--- config.mk ---
export PLATFORM = sky130hd
export DESIGN_NAME = data_mem_responder
export DESIGN_NICKNAME = d
export VERILOG_FILES = /design/src/rtl/data_mem_responder.sv
export SDC_FILE = /design/constraint.sdc
export NUM_CORES = 2
export LEC_CHECK = 0
export CAP_MARGIN = 30
export CORE_MARGIN = 3
export CORE_UTILIZATION = 40
export CTS_CLUSTER_DIAMETER = 50
export DETAILED_ROUTE_END_ITERATION = 7
export GPL_ROUTABILITY_DRIVEN = 0
export GPL_TIMING_DRIVEN = 0
export PLACE_DENSITY = 0.65
export RECOVER_POWER = 50
export SYNTH_ARGS = -nofsm -noshare
export SYNTH_HDL_FRONTEND = slang
export SYNTH_SLANG_ARGS = --single-unit
--- constraint.sdc ---
create_clock -name clk -period 5 [get_ports clk]
set_clock_uncertainty 0.2 [all_clocks]
set_input_delay 1.5 -clock clk [delete_from_list [all_inputs] [get_ports clk]]
set_output_delay 1.5 -clock clk [all_outputs]
set_load 0.01 [all_outputs]
--- src/rtl/data_mem_responder.sv ---
// Single-port data-memory responder: accepts one request at a time, waits WAIT_CYCLES,
// then reports read data or an alignment/range error with a one-cycle strobe.
module data_mem_responder #(
  parameter int unsigned DATA_WIDTH  = 32,
  parameter int unsigned MEM_WORDS   = 64,
  parameter int unsigned WAIT_CYCLES = 2
) (
  input  logic                  clk,
  input  logic                  reset,
  input  logic                  req_valid,
  input  logic                  req_we,
  input  logic [31:0]           req_addr,
  input  logic [DATA_WIDTH-1:0] req_wdata,
  output logic                  req_ready,
  output logic                  rsp_valid,
  output logic [DATA_WIDTH-1:0] rsp_rdata,
  output logic                  rsp_err
);

  localparam int unsigned IdxW = (MEM_WORDS > 1) ? $clog2(MEM_WORDS) : 1;

  typedef enum logic [1:0] {StIdle, StWait, StResp} state_e;

  state_e                  state_q, state_d;
  logic [3:0]              cnt_q, cnt_d;
  logic                    we_q, we_d;
  logic [31:0]             addr_q, addr_d;
  logic [DATA_WIDTH-1:0]   wdata_q, wdata_d;
  logic                    ready_q, ready_d;
  logic                    rsp_valid_q, rsp_valid_d;
  logic [DATA_WIDTH-1:0]   rsp_rdata_q, rsp_rdata_d;
  logic                    rsp_err_q, rsp_err_d;
  logic                    mem_we;

  logic [DATA_WIDTH-1:0]   mem [MEM_WORDS];

  // Full 30-bit word index is compared, so out-of-range addresses never alias into the array.
  function automatic logic addr_bad(input logic [31:0] a);
    return (a[1:0] != 2'b00) || ({2'b00, a[31:2]} >= 32'(MEM_WORDS));
  endfunction

  always_comb begin
    state_d     = state_q;
    cnt_d       = cnt_q;
    we_d        = we_q;
    addr_d      = addr_q;
    wdata_d     = wdata_q;
    rsp_valid_d = 1'b0;
    rsp_rdata_d = '0;
    rsp_err_d   = 1'b0;
    unique case (state_q)
      StIdle: begin
        if (req_valid && ready_q) begin
          we_d    = req_we;
          addr_d  = req_addr;
          wdata_d = req_wdata;
          if (WAIT_CYCLES == 0) begin
            state_d = StResp;
          end else begin
            state_d = StWait;
            cnt_d   = 4'(WAIT_CYCLES - 1);
          end
        end
      end
      StWait: begin
        if (cnt_q == 4'd0) begin
          state_d = StResp;
        end else begin
          cnt_d = cnt_q - 4'd1;
        end
      end
      StResp: begin
        // Response strobe is registered, so it appears in the cycle after RESP.
        state_d     = StIdle;
        rsp_valid_d = 1'b1;
        rsp_err_d   = addr_bad(addr_q);
        if (!we_q && !addr_bad(addr_q)) begin
          rsp_rdata_d = mem[addr_q[IdxW+1:2]];
        end
      end
      default: state_d = StIdle;
    endcase
    ready_d = (state_d == StIdle);
    // The edge entering RESP commits the write; with zero wait states that is the accept edge.
    mem_we  = (state_d == StResp) && we_d && !addr_bad(addr_d);
  end

  always_ff @(posedge clk or negedge reset) begin
    if (!reset) begin
      state_q     <= StIdle;
      cnt_q       <= 4'd0;
      we_q        <= 1'b0;
      addr_q      <= '0;
      wdata_q     <= '0;
      ready_q     <= 1'b0;
      rsp_valid_q <= 1'b0;
      rsp_rdata_q <= '0;
      rsp_err_q   <= 1'b0;
    end else begin
      state_q     <= state_d;
      cnt_q       <= cnt_d;
      we_q        <= we_d;
      addr_q      <= addr_d;
      wdata_q     <= wdata_d;
      ready_q     <= ready_d;
      rsp_valid_q <= rsp_valid_d;
      rsp_rdata_q <= rsp_rdata_d;
      rsp_err_q   <= rsp_err_d;
    end
  end

  // Array is not reset; a write is only committed while reset is high.
  always_ff @(posedge clk) begin
    if (reset && mem_we) begin
      mem[addr_d[IdxW+1:2]] <= wdata_d;
    end
  end

  assign req_ready = ready_q;
  assign rsp_valid = rsp_valid_q;
  assign rsp_rdata = rsp_rdata_q;
  assign rsp_err   = rsp_err_q;

endmodule

# After elaboration in Yosys (flattened, before gate mapping)
# Memories as Yosys holds them, arrays and structs flattened.
# Index checks and enable logic that the tools add are counted.
# classes
n_addsub,1
order_cmp,2
n_eq_ne,5
n_mux,18
reduce_logical,17
# ops
op,count
two-way mux 32 bit,6
greater-or-equal comparator 30 x 7 -> 1 bit (second input constant),2
two-way mux 4 bit,2
case mux 4 bit (2 select lines),1
two-way mux 1 bit,6
nonzero test 2 bit,3
logical AND 1 bit,5
equality test 2 bit (second input constant),2
zero test 2 bit,2
zero test 4 bit,1
two-way mux 2 bit,2
!= test 2 bit (second input constant),2
case mux 2 bit (2 select lines),1
subtractor 4 x 1 -> 4 bit (second input constant),1
zero test 1 bit,3
AND reduction 3 bit,1
equality test 2 x 1 -> 1 bit (second input constant),1
logical OR 1 bit,2
# word_totals
register_bits,106
ram_bits,2048
in_bits,68
out_inout_bits,35
mem_count,1
# memory_table
name,depth,width,rd,rd_clocked_by_memory_dff,wr,line_no,source
mem,64,32,1,0,1,35,logic [DATA_WIDTH-1:0] mem [MEM_WORDS];

# Logic depth before layout (Yosys ltp)
# depth
word_depth,10
depth_mapped,11

# Worst setup path before layout
# OpenSTA, ideal clock, no wires.
# synth_path
kind,input to register
startpoint,input req_valid
endpoint,memory mem[40][0] (enable)
t_arrival_ns,4.304
path_slack_ns,0.074
path_stages,5
cell_sequence,nand4bb_1 or3_1 a2111oi_4 nand4_1 nor2_1
# synth_between
elab_chain_cells,10
word_cells_on_any_way,17
classes_between,order compare: 1; eq/ne: 1; mux: 8; reduce/logical: 7
# synth_rtl
item,line_no,source
"start, declared",10,"input logic req_valid,"
logical AND 1 bit (*),53,if (req_valid && ready_q) begin
two-way mux 32 bit,53,
two-way mux 32 bit,51,unique case (state_q)
greater-or-equal comparator 30 x 7 -> 1 bit / nonzero test 2 bit (equally long branches),39,"return (a[1:0] != 2'b00) || ({2'b00, a[31:2]} >= 32'(MEM_WORDS));"
logical OR 1 bit,39,
zero test 1 bit,85,mem_we = (state_d == StResp) && we_d && !addr_bad(addr_d);
logical AND 1 bit,85,
logical AND 1 bit,114,if (reset && mem_we) begin
two-way mux 1 bit,114,
two-way mux 1 bit (implied by the code),115,mem[addr_d[IdxW+1:2]] <= wdata_d;
"end, declared",35,
# Mark *: on every way between the ends. The rest lies on a longest branch, timed or not.

# Worst setup path after layout
# layout_path
startpoint,register addr_q[5]
endpoint,memory mem[58][18] (enable)
# layout_between
elab_chain_cells,9
# layout_rtl
item,line_no,source
"start, declared",27,"logic [31:0] addr_q, addr_d;"
"start signal, assigned",103,addr_q <= addr_d;
two-way mux 32 bit,53,
two-way mux 32 bit (*),51,
greater-or-equal comparator 30 x 7 -> 1 bit,39,
logical OR 1 bit,39,
zero test 1 bit,85,
logical AND 1 bit,85,
logical AND 1 bit,114,
two-way mux 1 bit,114,
two-way mux 1 bit (implied by the code),115,
# Marked as above.

==> metrics.md <==
| Metric | Value |
|---|---|
| GRT overflow | 0 |
| Dominant synthesized flop cell | edfxtp_1 |
| Hold Vio Cnt, Final | 0 |
| Worst IR Drop VDD | 0.582 mV |
| Worst Path Max Fanout | 19 |
| Setup TNS | -34670 ps |
| Via density | 6.31 |
| Status | finished, violations left |
| Area grow syn2layout | 18.5% |
| Final std cells w/o fill | 7309 |
| Post-synth EDFFs | 2048 |
| Mapped Cells | 3856 |
| # IOs | 103 |
| Internal | 37.9 mW |
| Required time of the critical path | 5250 ps |
| Starting Density | 0.404 |
| Ranking of synthesized cells by area | edfxtp_1, mux4_2, dfrtp_1 |
| CP Data Arrival Time | 5550 ps |
| Cell with the largest stage delay on the worst path | clkbuf_2 |
| Switching Share | 0.352 |
| # port buffers | 102 |
| WP buf/inv | 6 |
| CTS hold repair buffers | 0 |
| Register-to-register path setup slack | -300 ps |
| Clk pwr share | 0.274 |
| Critical Path Stages | 10 |
| Routed WL | 275 mm |
| First-pass GRT wire length | 370 mm |
| Share of the synthesized area in the top cell type | 0.749 |
| Slew Viols, Final | 0 |
| Crit-path max cell delay | 710 ps |
| Yosys cell types | 66 |
| Clock root buffer | clkbuf_16 |
| Top delay family on crit path | buffers and inverters |
| Placed cell areas | 89900 sq um |
| Worst Setup End Kind | flop |
| Fmax | 189 MHz |
| Clock sinks | 2154 |
| Clk slew on worst S/H paths | 60 ps |
| RR Startpoint | addr_q[5]$_DFF_PN0_ |
| Gr usage total | 0.257 |
| Setup ws final | -299 ps |
| R2r endpoint | mem[58][18]$_DFFE_PP_ |
| Hold_sp | addr_q[27]$_DFF_PN0_ |
| Skew-Pair Late Insertion Delay | 860 ps |
| Switch Pwr | 20.6 mW |
| Tmin final | 5300 ps |
| Die Wd | 459 um |
| Drt pass-1 iters | 8 |
| Violated checks | setup timing |
| Pwr dens | 601 nW/um^2 |
| Initial antenna violation count | 20 |
| Synth async-reset ratio | 0.0492 |
| Post-route cell area | 97300 sq um |
| Routed Antenna Nets | 0 |
| Detailed Place HPWL | 183 mm |
| Crit Path Class | reg -> reg |
| Tot Pwr | 58.4 mW |
| DR vias | 46100 |
| Endpoint, Worst Hold | addr_q[27]$_DFF_PN0_ |
| Register area share after synthesis | 0.781 |
| Yosys warns | 0 |
| DRC viols | 0 |
| CP dominant cell by count | clkbuf_2 |
| Worst-margin pin slew | 1330 ps |
| Layout cells sized above 1 | 0.259 |
| DRT iter0 DRCs | 8503 |
| Crit path cell chain | buf_2 -> clkbuf_2 -> clkbuf_2 -> nand2_1 -> o21ai_0 -> nand4_1 -> clkbuf_1 -> nor2_4 -> clkbuf_1 -> clkbuf_2 |
| Worst min path class | reg -> reg |
| Core area | 203000 sq um |
| Maximum clock insertion buffer count | 3 |
| Hold depth | 2 |
| Setup WS pre-CTS | -1390 ps |
| Crit share post-route | 1.06 |
| Pin count of the biggest net entering global routing | 68 |
| Setup-failing EPs final | 352 |
| CTS Buf Count | 211 |
| Synth area leader | edfxtp_1 |
| Rel. slew slack | 0.110 |
| Register share of total power | 0.396 |
| Path depth of the worst reg2reg path | 10 |
| Post-synthesis cell area | 82100 sq um |
| Startpoint Class | flop |
| Cells after DPL | 6779 |
| Vias in the first global route | 44000 |
| Die area | 211000 sq um |
| Post-Syn Area per Cell | 21.3 sq um |
| H-tree levels | 4 |
| DR WL/cell | 37.6 um |
| Leakage power | 31.3 nW |
| Syn nets | 3926 |
| Combinational Power Share | 0.329 |
| Rows | 165 |
| Die H | 459 um |
| Max-Cap Viols | 0 |
| Final net count | 4515 |
| Yosys reg bits | 2154 |
| CTS tree | yes |
[state kept, by name, indices dropped and copies added, names as in the netlist]
signal / count
addr_q: 32
cnt_q: 4
mem: 2048
req_ready: 1
rsp_err: 1
rsp_rdata: 32
rsp_valid: 1
state_q: 2
wdata_q: 32
we_q: 1
[per-layer routing]
metal  up-vias  track usage  routed length [um]
met5         -      0.00758                 230
met4         4        0.125               17500
met3       800       0.0878               41400
met2      3951        0.381              120000
met1     24100        0.340               95500
li1      17300            -                   -
[synth_stat cells, types with 24 or more instances]
cell and number:
mux4_2 447, a221oi_1 37, o21ai_0 31, dfrtp_1 106, buf_6 29, o211ai_1 36
o22ai_1 54, a22oi_1 82, buf_1 24, buf_2 36, clkbuf_1 94, mux2i_1 171
edfxtp_1 2048, nand3_1 40, nand2_1 260, nor2_1 105, buf_4 27
[timing repair]
action,in CTS,in global routing
pin swaps,40,16
endpoints found under the setup margin,3157,882
cloned,1,0
buffers inserted,92,26
resized for setup,9,14
[stage by stage]
| stage | hold WS, ps | utilization |
|---|---|---|
| floorplan | 246 | - |
| global placement | 262 | 0.426 |
| detailed placement | 266 | 0.443 |
| CTS | 280 | 0.482 |
| global route | 296 | 0.479 |
| finish | 277 | 0.479 |
[cell type report]
class                           instances  area (sq um)
Antenna cell                           11          27.5
Clock buffer                          257          5570
Sequential cell                      2154         64200
Fill cell                           16300        106000
Buffer                                211          1190
Inverter                                8          30.0
Tap cell                             2672          3340
Clock inverter                        137          1430
Multi-Input combinational cell       1484         17200
Timing Repair Buffer                  375          4380
[how the worst max path moves through the flow]
stage | from | to | slack [ps]
global placement | reset | mem[24][28]$_DFFE_PP_ | -7880
finish | addr_q[5]$_DFF_PN0_ | mem[58][18]$_DFFE_PP_ | -300
global route | addr_q[5]$_DFF_PN0_ | mem[58][8]$_DFFE_PP_ | -30
floorplan | req_valid | mem[40][0]$_DFFE_PP_ | 70
detailed placement | req_valid | mem[43][14]$_DFFE_PP_ | -1390
CTS | req_valid | mem[9][29]$_DFFE_PP_ | -20
[layout by cell type, fill, tap and decap left out, types with 11 or more instances in the layout]
master and instances:
buf_2 36, buf_12 70, clkinv_2 35, clkbuf_2 53, clkdlybuf4s50_1 66, nor2_4 35, nand4_1 16, buf_16 17
buf_6 38, dfrtp_1 106, mux4_2 447, o22a_1 13, buf_8 39, clkinvlp_4 14, diode_2 11, nand2_1 235
nand2b_1 14, nand2_2 20, clkbuf_1 159, clkbuf_8 12, buf_1 15, clkbuf_16 211, a22oi_1 82, mux2_2 11
o2111a_1 11, dlygate4sd3_1 35, o21ai_0 31, buf_4 81, o22ai_1 54, nand3_1 35, bufinv_16 18, mux2i_1 171
clkinv_1 45, a21oi_1 20, a221oi_1 37, nor2_1 66, edfxtp_1 2048, o211ai_1 36
[tightest hold or removal path, cell delays in order (launching register included)]
cell	delay (ps)
dfrtp_1	340
nand2_1	50
nand2_1	50
[power groups by stage]
stage	registers (mW)	logic, mW	clock network [mW]
3_5_place_dp	23.5	18.5	0
3_3_place_gp	24.0	16.9	0
5_1_grt	23.2	19.5	16.8
2_1_floorplan	23.7	9.41	0
4_1_cts	23.1	18.6	16.1
6_report	23.2	19.2	16.0
[kinds of logic after synthesis]
group | share of synthesized area
AO/OA/AOI/OAI | 0.0314
XOR/XNOR | 0.000213
adder cells (fa/ha/maj) | 0.000305
buffers and inverters | 0.0146
flip-flops | 0.781
multiplexers | 0.145
AND/OR/NAND/NOR | 0.0270
No activity file was read; power rests on OpenSTA's default activity.
